==> config.mk <==
export PLATFORM = sky130hd
export DESIGN_NAME = mem_arbiter
export DESIGN_NICKNAME = d
export VERILOG_FILES = /design/src/rtl/cpu_pkg.sv /design/src/rtl/MUX32_2_1.sv /design/src/rtl/mem_arbiter.sv
export SDC_FILE = /design/constraint.sdc
export NUM_CORES = 1
export LEC_CHECK = 0
export CAP_MARGIN = 20
export CORE_MARGIN = 2
export CORE_UTILIZATION = 40
export DETAILED_ROUTE_END_ITERATION = 7
export PLACE_DENSITY = 0.85
export SYNTH_ARGS = -nofsm -noshare
export SYNTH_HDL_FRONTEND = slang
export SYNTH_SLANG_ARGS = --single-unit
==> constraint.sdc <==
create_clock -name clk -period 2.3 [get_ports clk]
set_input_delay 0.46 -clock clk [delete_from_list [all_inputs] [get_ports clk]]
set_output_delay 0.46 -clock clk [all_outputs]
set_load 0.02 [all_outputs]
==> src/rtl/cpu_pkg.sv <==
// cpu_pkg: arbiter state encoding and requester IDs shared by the memory arbiter
package cpu_pkg;
  typedef enum logic [1:0] {IDLE = 2'd0, GNT_I = 2'd1, GNT_D = 2'd2} arb_state_t;
  localparam logic REQ_I = 1'b0;
  localparam logic REQ_D = 1'b1;
endpackage

==> src/rtl/MUX32_2_1.sv <==
// MUX32_2_1: two-input word multiplexer, b selected when sel is high
module MUX32_2_1 #(
  parameter int W = 32
) (
  input  logic [W-1:0] a,
  input  logic [W-1:0] b,
  input  logic         sel,
  output logic [W-1:0] y
);
  assign y = sel ? b : a;
endmodule

==> src/rtl/mem_arbiter.sv <==
// mem_arbiter: round-robin sharing of one single-ported memory between fetch and data requesters with timeout
module mem_arbiter
  import cpu_pkg::*;
#(
  parameter int AW = 32,
  parameter int DW = 32,
  parameter int WAIT_MAX = 16
) (
  input  logic          clk,
  input  logic          rst,
  input  logic          i_req,
  input  logic [AW-1:0] i_addr,
  output logic          i_ack,
  output logic [DW-1:0] i_rdata,
  input  logic          d_req,
  input  logic          d_we,
  input  logic [AW-1:0] d_addr,
  input  logic [DW-1:0] d_wdata,
  output logic          d_ack,
  output logic [DW-1:0] d_rdata,
  output logic          bus_err,
  output logic          mem_en,
  output logic          mem_we,
  output logic [AW-1:0] mem_addr,
  output logic [DW-1:0] mem_wdata,
  input  logic [DW-1:0] mem_rdata,
  input  logic          mem_ready
);
  localparam logic [7:0] WAIT_LAST = 8'(WAIT_MAX - 1);
  arb_state_t state_q, state_d;
  logic last_q, last_d;
  logic [7:0] wait_q, wait_d;
  logic i_ack_q, i_ack_d, d_ack_q, d_ack_d, err_q, err_d, en_q, en_d, we_q, we_d;
  logic [AW-1:0] addr_q, addr_d, addr_mux;
  logic [DW-1:0] wdata_q, wdata_d, wdata_mux, i_rdata_q, i_rdata_d, d_rdata_q, d_rdata_d;
  logic eff_i, eff_d, gnt_i, gnt_d, gnt, busy, is_d, done, tmo, fin;
  assign eff_i = i_req & ~i_ack_q;
  assign eff_d = d_req & ~d_ack_q;
  assign gnt_d = state_q == IDLE & eff_d & (~eff_i | last_q == REQ_I);
  assign gnt_i = state_q == IDLE & eff_i & ~gnt_d;
  assign gnt = gnt_i | gnt_d;
  assign busy = state_q != IDLE;
  assign is_d = state_q == GNT_D;
  assign done = busy & mem_ready;
  assign tmo = busy & ~mem_ready & wait_q == WAIT_LAST;
  assign fin = done | tmo;
  MUX32_2_1 #(.W(AW)) u_addr_mux (.a(i_addr), .b(d_addr), .sel(gnt_d), .y(addr_mux));
  MUX32_2_1 #(.W(DW)) u_wdata_mux (.a('0), .b(d_wdata), .sel(gnt_d), .y(wdata_mux));
  always_comb begin
    state_d = gnt_d ? GNT_D : gnt_i ? GNT_I : fin ? IDLE : state_q;
    last_d = fin ? (is_d ? REQ_D : REQ_I) : last_q;
    wait_d = gnt ? '0 : busy & ~fin ? wait_q + 8'd1 : wait_q;
    i_ack_d = fin & ~is_d;
    d_ack_d = fin & is_d;
    err_d = tmo;
    en_d = gnt | (busy & ~fin);
    we_d = gnt_d ? d_we : busy & ~fin & we_q;
    addr_d = gnt ? addr_mux : addr_q;
    wdata_d = gnt ? wdata_mux : wdata_q;
    i_rdata_d = fin & ~is_d ? (done ? mem_rdata : '0) : i_rdata_q;
    d_rdata_d = fin & is_d ? (done & ~we_q ? mem_rdata : '0) : d_rdata_q;
  end
  always_ff @(posedge clk)
    if (rst) begin
      state_q <= IDLE;
      last_q <= REQ_I;
      wait_q <= '0;
      i_ack_q <= 1'b0;
      d_ack_q <= 1'b0;
      err_q <= 1'b0;
      en_q <= 1'b0;
      we_q <= 1'b0;
      addr_q <= '0;
      wdata_q <= '0;
      i_rdata_q <= '0;
      d_rdata_q <= '0;
    end else begin
      state_q <= state_d;
      last_q <= last_d;
      wait_q <= wait_d;
      i_ack_q <= i_ack_d;
      d_ack_q <= d_ack_d;
      err_q <= err_d;
      en_q <= en_d;
      we_q <= we_d;
      addr_q <= addr_d;
      wdata_q <= wdata_d;
      i_rdata_q <= i_rdata_d;
      d_rdata_q <= d_rdata_d;
    end
  assign i_ack = i_ack_q;
  assign d_ack = d_ack_q;
  assign bus_err = err_q;
  assign mem_en = en_q;
  assign mem_we = we_q;
  assign mem_addr = addr_q;
  assign mem_wdata = wdata_q;
  assign i_rdata = i_rdata_q;
  assign d_rdata = d_rdata_q;
endmodule

==> results of run 1 <==
==> per-layer routing <==
metal	track usage, %	part of all wire, %	vias up	routed length (um)
met5	0	0	-	0
li1	-	-	2309	-
met1	26.4	38	2328	6550
met3	10.2	9.3	37	1580
met4	10.5	2.8	0	482
met2	41.3	49	245	8430
==> layout make-up <==
class | instances | area (um^2) | area share (%)
Clock buffer | 18 | 429 | 4.89
Clock inverter | 14 | 239 | 2.72
Inverter | 2 | 7.51 | 0.0856
Multi-Input combinational cell | 286 | 2120 | 24.2
Sequential cell | 144 | 2880 | 32.9
Tap cell | 172 | 215 | 2.45
Timing Repair Buffer | 286 | 2880 | 32.8
==> report_power, final <==
| group | internal (uW) | switching, uW | total (uW) |
|---|---|---|---|
| logic | 740 | 742 | 1480 |
| clock network | 2030 | 1060 | 3090 |
| registers | 2680 | 109 | 2790 |
==> cells in the mapped netlist <==
master                     instances  area, um^2
sky130_fd_sc_hd__a211o_1           1        8.76
sky130_fd_sc_hd__a211oi_1          1        7.51
sky130_fd_sc_hd__a211oi_4          1        20.0
sky130_fd_sc_hd__a21boi_0          1        7.51
sky130_fd_sc_hd__a21o_1            2        15.0
sky130_fd_sc_hd__a21oi_1           5        25.0
sky130_fd_sc_hd__a21oi_2           1        8.76
sky130_fd_sc_hd__a22o_1           96         841
sky130_fd_sc_hd__a22oi_1           1        7.51
sky130_fd_sc_hd__a311oi_1          1        8.76
sky130_fd_sc_hd__a32o_1            1        10.0
sky130_fd_sc_hd__and2_1            1        6.26
sky130_fd_sc_hd__and3_1            2        12.5
sky130_fd_sc_hd__and4_1            1        8.76
sky130_fd_sc_hd__buf_1             2        7.51
sky130_fd_sc_hd__buf_2            14        70.1
sky130_fd_sc_hd__buf_4             1        7.51
sky130_fd_sc_hd__buf_6             8        90.1
sky130_fd_sc_hd__clkbuf_1         18        67.6
sky130_fd_sc_hd__dfxtp_1         144        2880
sky130_fd_sc_hd__ha_1              1        12.5
sky130_fd_sc_hd__inv_1             2        7.51
sky130_fd_sc_hd__mux2i_1           1        10.0
sky130_fd_sc_hd__nand2_1           2        7.51
sky130_fd_sc_hd__nand2b_1          3        18.8
sky130_fd_sc_hd__nand3_1           1        5.00
sky130_fd_sc_hd__nand3b_1          1        7.51
sky130_fd_sc_hd__nand4_1           2        12.5
sky130_fd_sc_hd__nor2_1           75         282
sky130_fd_sc_hd__nor2_8            1        20.0
sky130_fd_sc_hd__nor2b_1           1        6.26
sky130_fd_sc_hd__nor3_1            3        15.0
sky130_fd_sc_hd__nor3b_1           2        15.0
sky130_fd_sc_hd__nor4_1           39         244
sky130_fd_sc_hd__nor4_2           29         363
sky130_fd_sc_hd__nor4_4            1        21.3
sky130_fd_sc_hd__o21ba_2           2        20.0
sky130_fd_sc_hd__or2_1             1        6.26
sky130_fd_sc_hd__or2_2             1        6.26
sky130_fd_sc_hd__xnor2_1           3        26.3
sky130_fd_sc_hd__xor2_1            2        17.5
==> stage by stage <==
step	hold slack, ns	instance area, um^2	std cells	worst slack, ns
5_1_grt	0.475	8770	922	0.115
2_1_floorplan	0.488	5240	475	0.563
4_1_cts	0.443	8760	921	0.157
3_5_place_dp	0.453	8090	889	-0.153
3_3_place_gp	0.455	8090	889	-0.0540
6_report	0.457	8770	922	0.274
==> worst paths after layout <==
kind / slack, ns / startpoint / cells past startpoint / endpoint
min: 0.46 / rst / 2 / mem_en
max: 0.27 / state_q[0] / 6 / mem_addr[18]
min reg2reg: 0.47 / mem_wdata[25] / 1 / mem_wdata[25]
max reg2reg: 0.27 / state_q[0] / 6 / mem_addr[18]
==> kinds of logic after synthesis <==
logic type,share of synthesized area [%]
compound gates,18.7
xor+xnor,0.836
fa+ha+maj,0.239
buf+inv,4.78
flops,55.1
mux,0.191
simple gates,20.2
==> flip-flops by register name, indices dropped and copies added, names as in the netlist <==
register	flops
state_q	2
d_rdata	32
d_ack	1
last_q	1
mem_wdata	32
i_ack	1
mem_we	1
bus_err	1
i_rdata	32
mem_addr	32
mem_en	1
wait_q	8
==> results.json, run 1 <==
{
  "overflow": 0,
  "post-dp-hpwl_mm": 12.1,
  "fraction_of_final_layout_cells_sized_beyond_drive_strength_1_pct": 12.3,
  "place.port_buffers": 266,
  "cts.hold.buffers_added": 0,
  "first_pass_grt_wire_length_mm": 27.0,
  "track_usage_pct": 24.3,
  "pin_count_of_the_biggest_net_entering_global_routing": 35,
  "initial_utilization_pct": 41.2,
  "skew_ns": 0.00825,
  "ios": 267,
  "power_density_mw_per_mm2": 839,
  "clockBufferDepth": 2,
  "die_w_um": 118,
  "report.final.setup_viol": 0,
  "drt.antenna.violating_nets": 0,
  "fmax_mhz": 494,
  "timing.final.max_slew_violations": 0,
  "cp.arrival_ns": 2.35,
  "worstSetupStartpointType": "flop",
  "power_uw": 7360,
  "layout_worst_path_cycle_share_pct": 88.1,
  "cp_common_cell": "sky130_fd_sc_hd__buf_4",
  "number_of_cts_inserted_buffers": 17,
  "synth.avg_cell_area_um2": 11.0,
  "final_core_utilization_pct": 69.0,
  "cts_setup_buffers": 0,
  "clock_tree.htree_level_count": 4,
  "mostFrequentLayoutCells": "265 x sky130_fd_sc_hd__clkdlybuf4s50_1, 144 x sky130_fd_sc_hd__dfxtp_1, 96 x sky130_fd_sc_hd__a22o_1, 74 x sky130_fd_sc_hd__nor2_1, 38 x sky130_fd_sc_hd__nor4_1",
  "gp_routability_congestion": 0.876,
  "wl_per_cell_um": 18.5,
  "netlist-cell-type-count": 41,
  "via_count_of_the_first_global_routing_pass": 5103,
  "antenna_cells_inserted": 0,
  "critPathCaptureType": "flop",
  "clkTransAtPathRegs_ns": 0.06,
  "final_net_count": 872,
  "drt_pre_antenna_iters": 4,
  "cts.sink_count": 144,
  "timing.critical_path.max_delay_family": "simple AND/OR/NAND/NOR gates",
  "critPathBufInv": 2,
  "synth-seq-cells": 144,
  "ys_warn_count": 0,
  "power.static_leakage_uw": 0.00330,
  "fill_cells": 949,
  "crit_chain": "or2_1 -> buf_4 -> a211oi_4 -> buf_4 -> nor4_1 -> nor4_2",
  "timing.setup.critical_path_class": "flop to flop",
  "max_stage_delay_ns": 0.38,
  "cts_repair_resize_count": 0,
  "cts-root-buf": "sky130_fd_sc_hd__clkbuf_16",
  "run_status": "finished, final reports clean",
  "insertion_delay_of_the_later_clocked_pin_in_the_worst_skew_pair_ns": 0.42,
  "avgViaCountPerCell": 5.34,
  "finalCriticalPeriod_ns": 2.03,
  "most_common_cell_after_layout_fill_and_taps_aside": "sky130_fd_sc_hd__clkdlybuf4s50_1",
  "worstPathRequired_ns": 2.62,
  "cp_max_fo": 18,
  "drt_wl_total_mm": 17.0,
  "syn-cell-area_mm2": 0.00524,
  "floorplan.die.height_um": 118,
  "grt_antenna_before_repair": 0,
  "ir_drop_mv": 0.500,
  "relSlewSlack_pct": 68.8,
  "first_iter_violations": 277,
  "num_rows": 41,
  "drcViolationCount": 0,
  "dieArea_mm2": 0.0140,
  "synth.net_count": 610,
  "floorplan.core_area_mm2": 0.0127,
  "cap_viol_max_count": 0,
  "postSynthCellCount": 475,
  "hold_class": "primary input to flop",
  "worst_margin_slew_ns": 0.468,
  "grt_setup_unrepaired": "no",
  "fraction_of_the_yosys_area_taken_by_sequential_cells_pct": 55.1,
  "tritoncts": "built",
  "totalNegativeSetupSlack_ns": 0,
  "worst_path_max_delay_cell": "sky130_fd_sc_hd__dfxtp_1",
  "final_hold_viol_count": 0,
  "via_count": 4919,
  "synthToLayoutAreaGrowth_pct": 67.5
}
No activity file was read; power rests on OpenSTA's default activity.
==> inputs of run 2 (changes only) <==
- GPL_ROUTABILITY_DRIVEN: default -> 0
==> results of run 2 <==
The final DEF is identical to that of run 1; final timing and power are the same.
